==> src/rtl/fp_convert_seq_if.sv <==
// Valid/ready bundle between the sample source, the fp_convert_seq block and the float consumer.
// The slave modport is the converter's view; the master modport is the driving environment's view.
interface fp_convert_seq_if;
  logic        in_valid;
  logic        in_ready;
  logic [11:0] in_data;
  logic        out_valid;
  logic        out_ready;
  logic        out_sign;
  logic [2:0]  out_exp;
  logic [3:0]  out_sig;

  modport slave (
    input  in_valid, in_data, out_ready,
    output in_ready, out_valid, out_sign, out_exp, out_sig
  );

  modport master (
    output in_valid, in_data, out_ready,
    input  in_ready, out_valid, out_sign, out_exp, out_sig
  );
endinterface

==> src/rtl/fp_convert_seq.sv <==
// 12-bit two's-complement to 8-bit float (sign, 3-bit exp, 4-bit sig) sequencer.
// Define FP_ROUND_EN for round-with-carry; otherwise the ROUND step truncates.
module fp_convert_seq (
  input  logic                   clk,
  input  logic                   rst_n,
  fp_convert_seq_if.slave        bus,
  output logic                   busy
);

  typedef enum logic [2:0] {
    IDLE  = 3'd0,
    ABS   = 3'd1,
    NORM  = 3'd2,
    ROUND = 3'd3,
    DONE  = 3'd4
  } state_t;

  state_t      state_r;
  state_t      state_s;
  logic [11:0] data_r;
  logic        sign_r;
  logic [10:0] mag_r;
  logic [2:0]  exp_r;
  logic        in_ready_r;
  logic        busy_r;
  logic        out_valid_r;
  logic        out_sign_r;
  logic [2:0]  out_exp_r;
  logic [3:0]  out_sig_r;
  logic [11:0] neg_s;
  logic [10:0] abs_mag_s;
  logic [2:0]  res_exp_s;
  logic [3:0]  res_sig_s;

  assign bus.in_ready  = in_ready_r;
  assign bus.out_valid = out_valid_r;
  assign bus.out_sign  = out_sign_r;
  assign bus.out_exp   = out_exp_r;
  assign bus.out_sig   = out_sig_r;
  assign busy          = busy_r;

  // Magnitude of the captured sample; -2048 has no 11-bit magnitude and saturates.
  always_comb begin
    neg_s     = 12'd0 - data_r;
    abs_mag_s = data_r[10:0];
    if (data_r == 12'h800) begin
      abs_mag_s = 11'h7FF;
    end else if (data_r[11]) begin
      abs_mag_s = neg_s[10:0];
    end else begin
      abs_mag_s = data_r[10:0];
    end
  end

  // Result of the ROUND step from the normalized magnitude.
  always_comb begin
    res_exp_s = exp_r;
    res_sig_s = mag_r[10:7];
`ifdef FP_ROUND_EN
    if (mag_r[6] == 1'b0) begin
      res_exp_s = exp_r;
      res_sig_s = mag_r[10:7];
    end else if (mag_r[10:7] != 4'b1111) begin
      res_exp_s = exp_r;
      res_sig_s = mag_r[10:7] + 4'd1;
    end else if (exp_r != 3'd7) begin
      res_exp_s = exp_r + 3'd1;
      res_sig_s = 4'b1000;
    end else begin
      res_exp_s = 3'd7;
      res_sig_s = 4'b1111;
    end
`else
    res_exp_s = exp_r;
    res_sig_s = mag_r[10:7];
`endif
  end

  // Next-state decode.
  always_comb begin
    state_s = state_r;
    case (state_r)
      IDLE: begin
        if (bus.in_valid && in_ready_r) begin
          state_s = ABS;
        end else begin
          state_s = IDLE;
        end
      end
      ABS: state_s = NORM;
      NORM: begin
        if (mag_r[10] || (exp_r == 3'd0)) begin
          state_s = ROUND;
        end else begin
          state_s = NORM;
        end
      end
      ROUND: state_s = DONE;
      DONE: begin
        if (bus.out_ready) begin
          state_s = IDLE;
        end else begin
          state_s = DONE;
        end
      end
      default: state_s = IDLE;
    endcase
  end

  // State register plus the status flags that mirror it.
  always_ff @(posedge clk or negedge rst_n) begin
    if (!rst_n) begin
      state_r    <= IDLE;
      in_ready_r <= 1'b1;
      busy_r     <= 1'b0;
    end else begin
      state_r    <= state_s;
      in_ready_r <= (state_s == IDLE);
      busy_r     <= (state_s != IDLE);
    end
  end

  // Datapath and output registers, advanced one step per state.
  always_ff @(posedge clk or negedge rst_n) begin
    if (!rst_n) begin
      data_r      <= 12'd0;
      sign_r      <= 1'b0;
      mag_r       <= 11'd0;
      exp_r       <= 3'd0;
      out_valid_r <= 1'b0;
      out_sign_r  <= 1'b0;
      out_exp_r   <= 3'd0;
      out_sig_r   <= 4'd0;
    end else begin
      case (state_r)
        IDLE: begin
          if (bus.in_valid && in_ready_r) begin
            data_r <= bus.in_data;
          end else begin
            data_r <= data_r;
          end
        end
        ABS: begin
          sign_r <= data_r[11];
          mag_r  <= abs_mag_s;
          exp_r  <= 3'd7;
        end
        NORM: begin
          if (mag_r[10] || (exp_r == 3'd0)) begin
            mag_r <= mag_r;
            exp_r <= exp_r;
          end else begin
            mag_r <= {mag_r[9:0], 1'b0};
            exp_r <= exp_r - 3'd1;
          end
        end
        ROUND: begin
          out_sign_r  <= sign_r;
          out_exp_r   <= res_exp_s;
          out_sig_r   <= res_sig_s;
          out_valid_r <= 1'b1;
        end
        DONE: begin
          if (bus.out_ready) begin
            out_valid_r <= 1'b0;
          end else begin
            out_valid_r <= 1'b1;
          end
        end
        default: out_valid_r <= 1'b0;
      endcase
    end
  end

endmodule

==> src/flat_wrapper.sv <==
// flat-port wrapper written by rule: the top's interface ports become plain ports
module fp_convert_seq_flat 
  (clk, rst_n, busy, bus_in_valid, bus_in_data, bus_out_ready, bus_in_ready, bus_out_valid, bus_out_sign, bus_out_exp, bus_out_sig);
  fp_convert_seq_if bus_i ();
  input  logic clk;
  input  logic rst_n;
  output logic busy;
  input wire logic [$bits(bus_i.in_valid)-1:0] bus_in_valid;
  input wire logic [$bits(bus_i.in_data)-1:0] bus_in_data;
  input wire logic [$bits(bus_i.out_ready)-1:0] bus_out_ready;
  output wire logic [$bits(bus_i.in_ready)-1:0] bus_in_ready;
  output wire logic [$bits(bus_i.out_valid)-1:0] bus_out_valid;
  output wire logic [$bits(bus_i.out_sign)-1:0] bus_out_sign;
  output wire logic [$bits(bus_i.out_exp)-1:0] bus_out_exp;
  output wire logic [$bits(bus_i.out_sig)-1:0] bus_out_sig;
  assign bus_i.in_valid = bus_in_valid;
  assign bus_i.in_data = bus_in_data;
  assign bus_i.out_ready = bus_out_ready;
  assign bus_in_ready = bus_i.in_ready;
  assign bus_out_valid = bus_i.out_valid;
  assign bus_out_sign = bus_i.out_sign;
  assign bus_out_exp = bus_i.out_exp;
  assign bus_out_sig = bus_i.out_sig;
  fp_convert_seq u_core (.clk(clk), .rst_n(rst_n), .bus(bus_i), .busy(busy));
endmodule
==> config.mk <==
export PLATFORM = sky130hd
export DESIGN_NAME = fp_convert_seq_flat
export DESIGN_NICKNAME = d
export VERILOG_FILES = /design/src/rtl/fp_convert_seq_if.sv /design/src/rtl/fp_convert_seq.sv /design/src/flat_wrapper.sv
export SDC_FILE = /design/constraint.sdc
export NUM_CORES = 1
export LEC_CHECK = 0
export ABC_AREA = 1
export BUFFER_PORTS_ARGS = -buffer_cell sky130_fd_sc_hd__buf_2
export CORE_MARGIN = 8
export CORE_UTILIZATION = 50
export CTS_BUF_LIST = sky130_fd_sc_hd__clkbuf_8 sky130_fd_sc_hd__clkbuf_16
export CTS_CLUSTER_DIAMETER = 80
export DETAILED_ROUTE_END_ITERATION = 10
export PLACE_DENSITY = 0.71
export SLEW_MARGIN = 30
export SYNTH_ARGS = -nofsm -noshare
export SYNTH_HDL_FRONTEND = slang
export SYNTH_SLANG_ARGS = --single-unit
==> constraint.sdc <==
create_clock -name clk -period 3 [get_ports clk]
set_input_delay 0.6 -clock clk [delete_from_list [all_inputs] [get_ports clk]]
set_output_delay 0.6 -clock clk [all_outputs]
set_load 0.01 [all_outputs]
# ---- Word level (Yosys, flattened, before mapping)
# Cells that the tools add are included.
dict set report totals {
  out_inout_bits 11
  in_bits 16
  regBits 41
  wordCells 41
}
dict set report classes {
  mux 12
  eq_ne 6
  addsub 2
  reduce_logical 10
}
# cell n
set ops {}
lappend ops {{$mux 11} 3}
lappend ops {{$pmux 11 s2} 1}
lappend ops {{$pmux 3 s5} 1}
lappend ops {{$eq 12x12->1 const B} 1}
lappend ops {{$sub 1x11->11 const A} 1}
lappend ops {{$logic_not 3->1} 3}
lappend ops {{$eq 3x2->1 const B} 2}
lappend ops {{$mux 3} 2}
lappend ops {{$pmux 3 s2} 1}
lappend ops {{$reduce_and 2->1} 2}
lappend ops {{$eq 3x1->1 const B} 1}
lappend ops {{$eq 3x3->1 const B} 1}
lappend ops {{$mux 1} 3}
lappend ops {{$pmux 1 s3} 1}
lappend ops {{$reduce_bool 3->1} 1}
lappend ops {{$reduce_or 3->1} 1}
lappend ops {{$sub 3x1->3 const B} 1}
lappend ops {{$ne 2x2->1 const B} 1}
lappend ops {{$reduce_bool 2->1} 1}
lappend ops {{$logic_and 1x1->1} 1}
lappend ops {{$logic_or 1x1->1} 1}

# ---- Logic depth before layout (Yosys ltp)
# Gate-level depths: netlist (run 1).
dict set report logic_depth {
  word_depth 5
  mapped_depth 10
  ltp_nobuf 10
}

# ---- Least setup slack after synthesis (run 1)
# OpenSTA, ideal clock, no wires.
dict set report synth_timing {
  kind {register -> register}
  from {reg u_core.exp_r[0]}
  to {reg u_core.mag_r[4]}
  stages_incl_launch_ff 11
  setup_ns 0.123
  arrival_ns 1.453
  path_slack_ns 1.423
  period_less_slack_ns 1.577
  required_ns 2.877
  cell_sequence {dfrtp_1 -> inv_1 -> ha_1 -> ha_1 -> nor2_1 -> nand2_4 -> nand2_4 -> inv_4 -> buf_8 -> nand2_1 -> o21ai_1}
}
dict set report synth_via {
  elab_chain_cells 4
}
# item line_no
set synth_lines {}
lappend synth_lines {{from (decl)} fp_convert_seq.sv:23} ;# logic [2:0] exp_r;
lappend synth_lines {{from (signal assigned)} fp_convert_seq.sv:151} ;# exp_r <= exp_r;
lappend synth_lines {{from (signal assigned)} fp_convert_seq.sv:154} ;# exp_r <= exp_r - 3'd1;
lappend synth_lines {{$logic_not 3->1} fp_convert_seq.sv:149} ;# if (mag_r[10] || (exp_r == 3'd0)) begin
lappend synth_lines {{$logic_or 1x1->1} fp_convert_seq.sv:149}
lappend synth_lines {{$ne 2x2->1 (no line)} n/a}
lappend synth_lines {{$reduce_and 2->1 (no line)} n/a}
lappend synth_lines {{to (signal assigned)} fp_convert_seq.sv:145} ;# mag_r <= abs_mag_s;
lappend synth_lines {{to (signal assigned)} fp_convert_seq.sv:150} ;# mag_r <= mag_r;
lappend synth_lines {{to (signal assigned)} fp_convert_seq.sv:153} ;# mag_r <= {mag_r[9:0], 1'b0};
lappend synth_lines {{to (decl)} fp_convert_seq.sv:22} ;# logic [10:0] mag_r;
# Every way passes these cells.
# A chain may end at the register's enable or synchronous reset.

# ---- Worst setup path after layout (run 1)
dict set report layout_timing {
  from {reg u_core.exp_r[0]}
  to {reg u_core.mag_r[10]}
}
# The elaborated chain is that of the path after synthesis.

==> impl_metrics.csv, run 1 <==
group,metric,value,unit
outcome,status,"complete, no violations",
timing,slew_viol_final,0,
power,p_int,0.00141,W
setup_path,crit_type,"reg2reg",
clock_network,cts_tree,"done",
timing,rsz0062_at_grt,"no",
die,num_rows,23,
power,irDropWorstVdd,481,uV
layout,antenna-diode-count,0,
timing,max_freq,553,MHz
global_routing,grt_pass1_vias,1512,
global_routing,grt.met2_usage,0.213,
yosys,synth_nets,267,
layout,syn2layout_area_growth,11.8,%
yosys,synth_top_cells_by_area,"dfrtp_1 49%, nand2_1 13%, nor2_1 6.5%",
setup_path,crit_arrival,2.04,ns
global_routing,grt_use_total,0.135,
yosys,async_flop_share,1.00,
clock_network,post_cts_buffers,0,
routing,drt_first_pass_iters,4,
clock_network,insertion_delay,0.29,ns
layout,layout.cells.non_filler,325,
die,pin_count,27,
power,total_power,0.00249,W
placed_design,placed_area,2190,um2
yosys,synth_cell_type_count,30,
setup_path,crit_path_cell_trace,"inv_1 > ha_1 > ha_1 > nor2_1 > nand2_4 > nand2_4 > inv_4 > a21oi_1 > nand2_1 > nand2_1",
layout,nets,294,
worst_hold_path,min_path_type,"in2async",
timing,fin_setup_tns,0,ns
timing,slew_headroom,0.613,
setup_path,reg2reg_from,"u_core.exp_r[0]",
clock_network,cts_buffer_depth,2,
routing,via_per_inst,4.80,
power,swShare,0.432,
die,chipWidth,79.8,um
die,die_y,79.8,um
placed_design,dp_hpwl,2860,um
yosys,synth_most_common_cell,"nand2_1",
routing,num_vias,1561,
routing,route.detailed.drc,0,
placed_design,io_buffers,26,
setup_path,startpoint,"u_core.exp_r[0]",
timing,setup_viol,0,
die,dieArea,6370,um2
global_routing,grt_busiest_layer,"met2",
power,p_seq_frac,0.397,
clock_network,numClockSinks,41,
yosys,yosys_most_used_dff,"dfrtp_1",
setup_path,cp_data_required_time,3.24,ns
placed_design,place.gp.congestion,0.854,
setup_path,crit_fanout,19,
timing,tightestPinTransition,0.579,ns
setup_path,r2r_slack,1.19,ns
timing,hold_viol,0,
die,start_util,0.513,
routing,drt-total-wl,3920,um
timing,period_needed,1.81,ns
timing,clock_skew,0.00438,ns
global_routing,grtUsageMet3,0.0372,
setup_path,reg2reg_depth,10,
power,clock_power_share,0.145,
power,power_frac_comb,0.459,
power,p_sw,0.00108,W
layout,regArea,1030,um2
yosys,synth_edf_count,0,
clock_network,cts_buffers,5,
layout,drive_above_1_share,0.182,
global_routing,grtUsageMet1,0.160,
yosys,yosysTopAreaCellShare,0.492,
yosys,yosys.area.top_type,"dfrtp_1",
clock_network,cts-root-buf,"clkbuf_8",
clock_network,path_clk_slew,0.07,ns
layout,multiInputGateArea,845,um2
layout,n_fill_cell,391,
yosys,ys_seq_elements,41,
setup_path,slowest_delay,0.33,ns
global_routing,grt_pass1_wl,6700,um
global_routing,gr-total-overflow,0,
global_routing,antenna_found_initial,0,
yosys,yosysWarnings,0,
yosys,syn_area,2040,um2
setup_path,crit_path_end_kind,"flip-flop",
setup_path,start_kind,"flip-flop",
yosys,synthCells,248,
placed_design,post-place-cells,318,
clock_network,h-tree-depth,2,
global_routing,grt_max_degree,42,
power,cellLeakagePower,1.26,nW
die,core,3970,um2
clock_network,cts.repair.resized,0,
routing,detail-route-antenna-nets,0,
yosys,ys_seq_area_frac,0.505,
layout,finalCoreUtilization,0.573,
layout,stdcell_area,2280,um2
timing,fin_crit_sh,0.603,
yosys,synth.cells.most_frequent,"70 x nand2_1, 40 x dfrtp_1, 35 x nor2_1",
setup_path,cp_slowest_cell,"dfrtp_1",
power,power.density,1090,nW/um2
yosys,syn-mean-instance-area,8.21,um2
job,drv_cap,0,
routing,wire_per_inst,12.1,um
routing,drt-initial-drc-count,106,
clock_network,cts_hold_buf,0,
-- per-stage QoR --
| stage | hold slack [ns] | worst slack, ns |
|---|---|---|
| after floorplan | 0.304 | 1.42 |
| after global placement | 0.460 | 1.22 |
| after detailed placement | 0.468 | 1.19 |
| after CTS | 0.458 | 1.17 |
| after global routing | 0.311 | 1.05 |
| final | 0.275 | 1.19 |
-- layer usage --
layer / vias up / wire length, um
li1: 829 / -
met1: 691 / 1870
met2: 32 / 1760
met3: 9 / 221
met4: 0 / 72
met5: - / 0
-- cells in the final DEF, fill, tap and decap left out --
cell type	instances
nand4_2	1
dfrtp_1	40
clkbuf_8	6
a21oi_1	17
nand2_4	2
a22oi_4	2
nand4_1	2
buf_4	1
xor2_1	3
nand2_1	70
buf_2	25
o21ai_0	17
o21ai_1	1
nand3_1	7
inv_2	4
inv_4	1
o21ai_2	1
nand3_2	1
dfstp_2	1
nor3_1	1
a21oi_4	1
nand2_2	1
nor3_4	1
inv_1	28
mux2_2	1
o22ai_1	1
nor2_1	35
ha_1	3
nor2_2	1
-- final timing paths --
kind / to
worst max register to register: u_core.mag_r[10]
worst min-delay path: u_core.bus.out_sign
worst min register to register: u_core.bus.out_exp[2]
max in group asynchronous: u_core.bus.in_ready
worst max-delay path: u_core.mag_r[10]
min in group clk: u_core.bus.out_exp[2]
-- power groups by stage --
stage	combinational (W)	sequential (W)	clock, W
4_1_cts	0.00116	0.000988	0.000372
2_1_floorplan	0.000909	0.000987	0
5_1_grt	0.00131	0.00102	0.000394
3_3_place_gp	0.00112	0.000985	0
6_report	0.00114	0.000987	0.000360
3_5_place_dp	0.00115	0.000998	0
-- area by class of cell --
type	instances	area share
clock inverter	1	0.00165
timing repair buffer	26	0.0583
inverter	32	0.0539
multi-input combinational	169	0.371
tap	50	0.0275
sequential	41	0.451
clock buffer	6	0.0363
-- registers in the layout, summed over array words and instances (netlist names), 3 cells and up --
name,flops
u_core.data_r,12
u_core.mag_r,11
u_core.bus.out_sig,4
u_core.bus.out_exp,3
u_core.exp_r,3
u_core.state_r,3
-- critical path, delay by kind of cell, from the launching register on --
kind / cells / cell delay [ns]
and+or+nand+nor: 5 / 0.65
buffers and inverters: 2 / 0.20
AOI/OAI and AO/OA: 1 / 0.15
adders and majority gates: 2 / 0.43
DFF: 1 / 0.33
-- cells by family after synthesis --
family,Yosys count,share of synthesized area
AO/OA/AOI/OAI,40,0.122
XOR/XNOR,3,0.0129
adder cells (fa/ha/maj),3,0.0184
buffers and inverters,38,0.0805
flip-flops,41,0.505
multiplexers,1,0.00553
AND/OR/NAND/NOR,122,0.256
Power figures use the tool's default switching activity.
==> run 2, diff against run 1 <==
==> constraint.sdc (replaced) <==
create_clock -name clk -period 1.7 [get_ports clk]
set_input_delay 0.34 -clock clk [delete_from_list [all_inputs] [get_ports clk]]
set_output_delay 0.34 -clock clk [all_outputs]
set_load 0.01 [all_outputs]
==> impl_metrics.csv, run 2 (synthesized netlist as in run 1, its figures left out) <==
group,metric,value,unit
clock_network,post_cts_buffers,0,
clock_network,cts_tree,"done",
setup_path,start_kind,"flip-flop",
timing,period_needed,1.53,ns
setup_path,crit_arrival,1.78,ns
clock_network,cts_buffers,5,
die,core,3970,um2
layout,final_cell_mix,"70 x nand2_1, 40 x dfrtp_1, 34 x nor2_1",
global_routing,gr-total-overflow,0,
timing,max_freq,653,MHz
power,cellLeakagePower,1.30,nW
routing,detail-route-antenna-nets,0,
die,start_util,0.513,
routing,drt_first_pass_iters,4,
timing,setup_viol,0,
routing,wl_met1,1860,um
timing,slew_viol_final,0,
layout,multiInputGateArea,852,um2
placed_design,place.gp.congestion,0.879,
placed_design,dp_hpwl,2890,um
timing,hold_viol,0,
global_routing,antenna_found_initial,0,
die,dieArea,6370,um2
die,chipWidth,79.8,um
timing,clock_skew,0.00525,ns
layout,top_register,"u_core.data_r",
timing,fin_setup_tns,0,ns
routing,drt-total-wl,3920,um
setup_path,crit_path_end_kind,"flip-flop",
power,total_power,0.00459,W
worst_hold_path,min_path_type,"in2async",
routing,met3_length,212,um
die,num_rows,23,
layout,syn2layout_area_growth,15.5,%
routing,drt-initial-drc-count,107,
global_routing,grt_use_total,0.136,
placed_design,io_buffers,26,
clock_network,insertion_delay,0.30,ns
layout,nets,301,
outcome,status,"complete, no violations",
routing,highest_layer,"met4",
global_routing,grt_max_degree,42,
global_routing,grt_pass1_vias,1538,
die,pin_count,27,
routing,wire_per_inst,11.8,um
layout,antenna-diode-count,0,
timing,slew_headroom,0.663,
layout,stdcell_area,2350,um2
die,die_y,79.8,um
layout,largest_reg_flops,12,
routing,route.met2.wl,1780,um
placed_design,placed_area,2240,um2
timing,fin_crit_sh,0.901,
clock_network,path_clk_slew,0.08,ns
timing,rsz0062_at_grt,"no",
timing,tightestPinTransition,0.505,ns
layout,regArea,1030,um2
routing,via_per_inst,4.83,
layout,layout_commonest_cell,"nand2_1",
clock_network,numClockSinks,41,
setup_path,crit_fanout,5,
power,irDropWorstVdd,840,uV
clock_network,cts_buffer_depth,2,
setup_path,crit_type,"reg2reg",
setup_path,cp_data_required_time,1.94,ns
layout,n_fill_cell,371,
power,power.density,1950,nW/um2
global_routing,grt_pass1_wl,6780,um
clock_network,cts-root-buf,"clkbuf_8",
clock_network,h-tree-depth,2,
job,drv_cap,0,
routing,route.detailed.drc,0,
setup_path,r2r_slack,0.17,ns
layout,drive_above_1_share,0.212,
routing,num_vias,1607,
## run 2: changes by cell type in the layout (fill, tap and decap cells not counted), sizes merged
cell and delta:
buf +7, clkbuf +1, clkinv +1, inv -1
## run 2: path summary, 6_finish.rpt
path	cells after the start	start	to
hold reg to reg	2	u_core.bus.out_exp[1]	u_core.bus.out_exp[1]
setup / recovery	10	u_core.data_r[0]	u_core.mag_r[9]
setup reg to reg	10	u_core.data_r[0]	u_core.mag_r[9]
hold / removal	2	rst_n	u_core.bus.out_sign
min in group clk	3	bus_in_data[8]	u_core.data_r[8]
max in group asynchronous	2	rst_n	u_core.bus.in_ready
## run 2: worst max-delay path, stage by stage, from the launching register on
cell     delay [ns]
dfrtp_1        0.39
inv_1          0.10
ha_1           0.19
nand3_1        0.12
nor2_2         0.21
nand2_1        0.11
nand2_2        0.11
inv_2          0.06
nand2_1        0.09
nand2_1        0.06
nand2_1        0.05
## run 2: through the flow
step                      worst slack (ns)  cells   util  hold slack [ns]
after floorplan                      0.123    248      -           0.0444
after global placement               0.129    325  0.564            0.434
after detailed placement            0.0583    325  0.564            0.435
after CTS                           0.0337    333  0.589            0.117
after global routing               0.00706    333  0.592            0.134
final                                0.168    333  0.592           0.0935
## run 2: power by group
group / internal [W] / total [W] / switching, W / leakage, nW
clock: 0.000367 / 0.000711 / 0.000344 / 0.0542
sequential: 0.00145 / 0.00172 / 0.000274 / 0.480
combinational: 0.000812 / 0.00215 / 0.00134 / 0.765
## run 2: layer usage
| metal | vias to the layer above | GRT usage |
|---|---|---|
| met4 | 0 | 0.0545 |
| met3 | 6 | 0.0495 |
| li1 | 845 | - |
| met5 | - | 0 |
| met2 | 28 | 0.228 |
| met1 | 728 | 0.152 |
## run 2: cell type report
class | instances | area share
well taps | 50 | 0.0266
multi-input cells | 169 | 0.362
inverters | 32 | 0.0532
clock buffers | 7 | 0.0410
clock inverters | 1 | 0.00213
flip-flops and latches | 41 | 0.437
repair buffers | 33 | 0.0777
## run 2: repair_timing
action	4_1_cts	5_1_grt
gates resized for setup	0	3
hold buffers	0	0
setup endpoints to repair	0	12
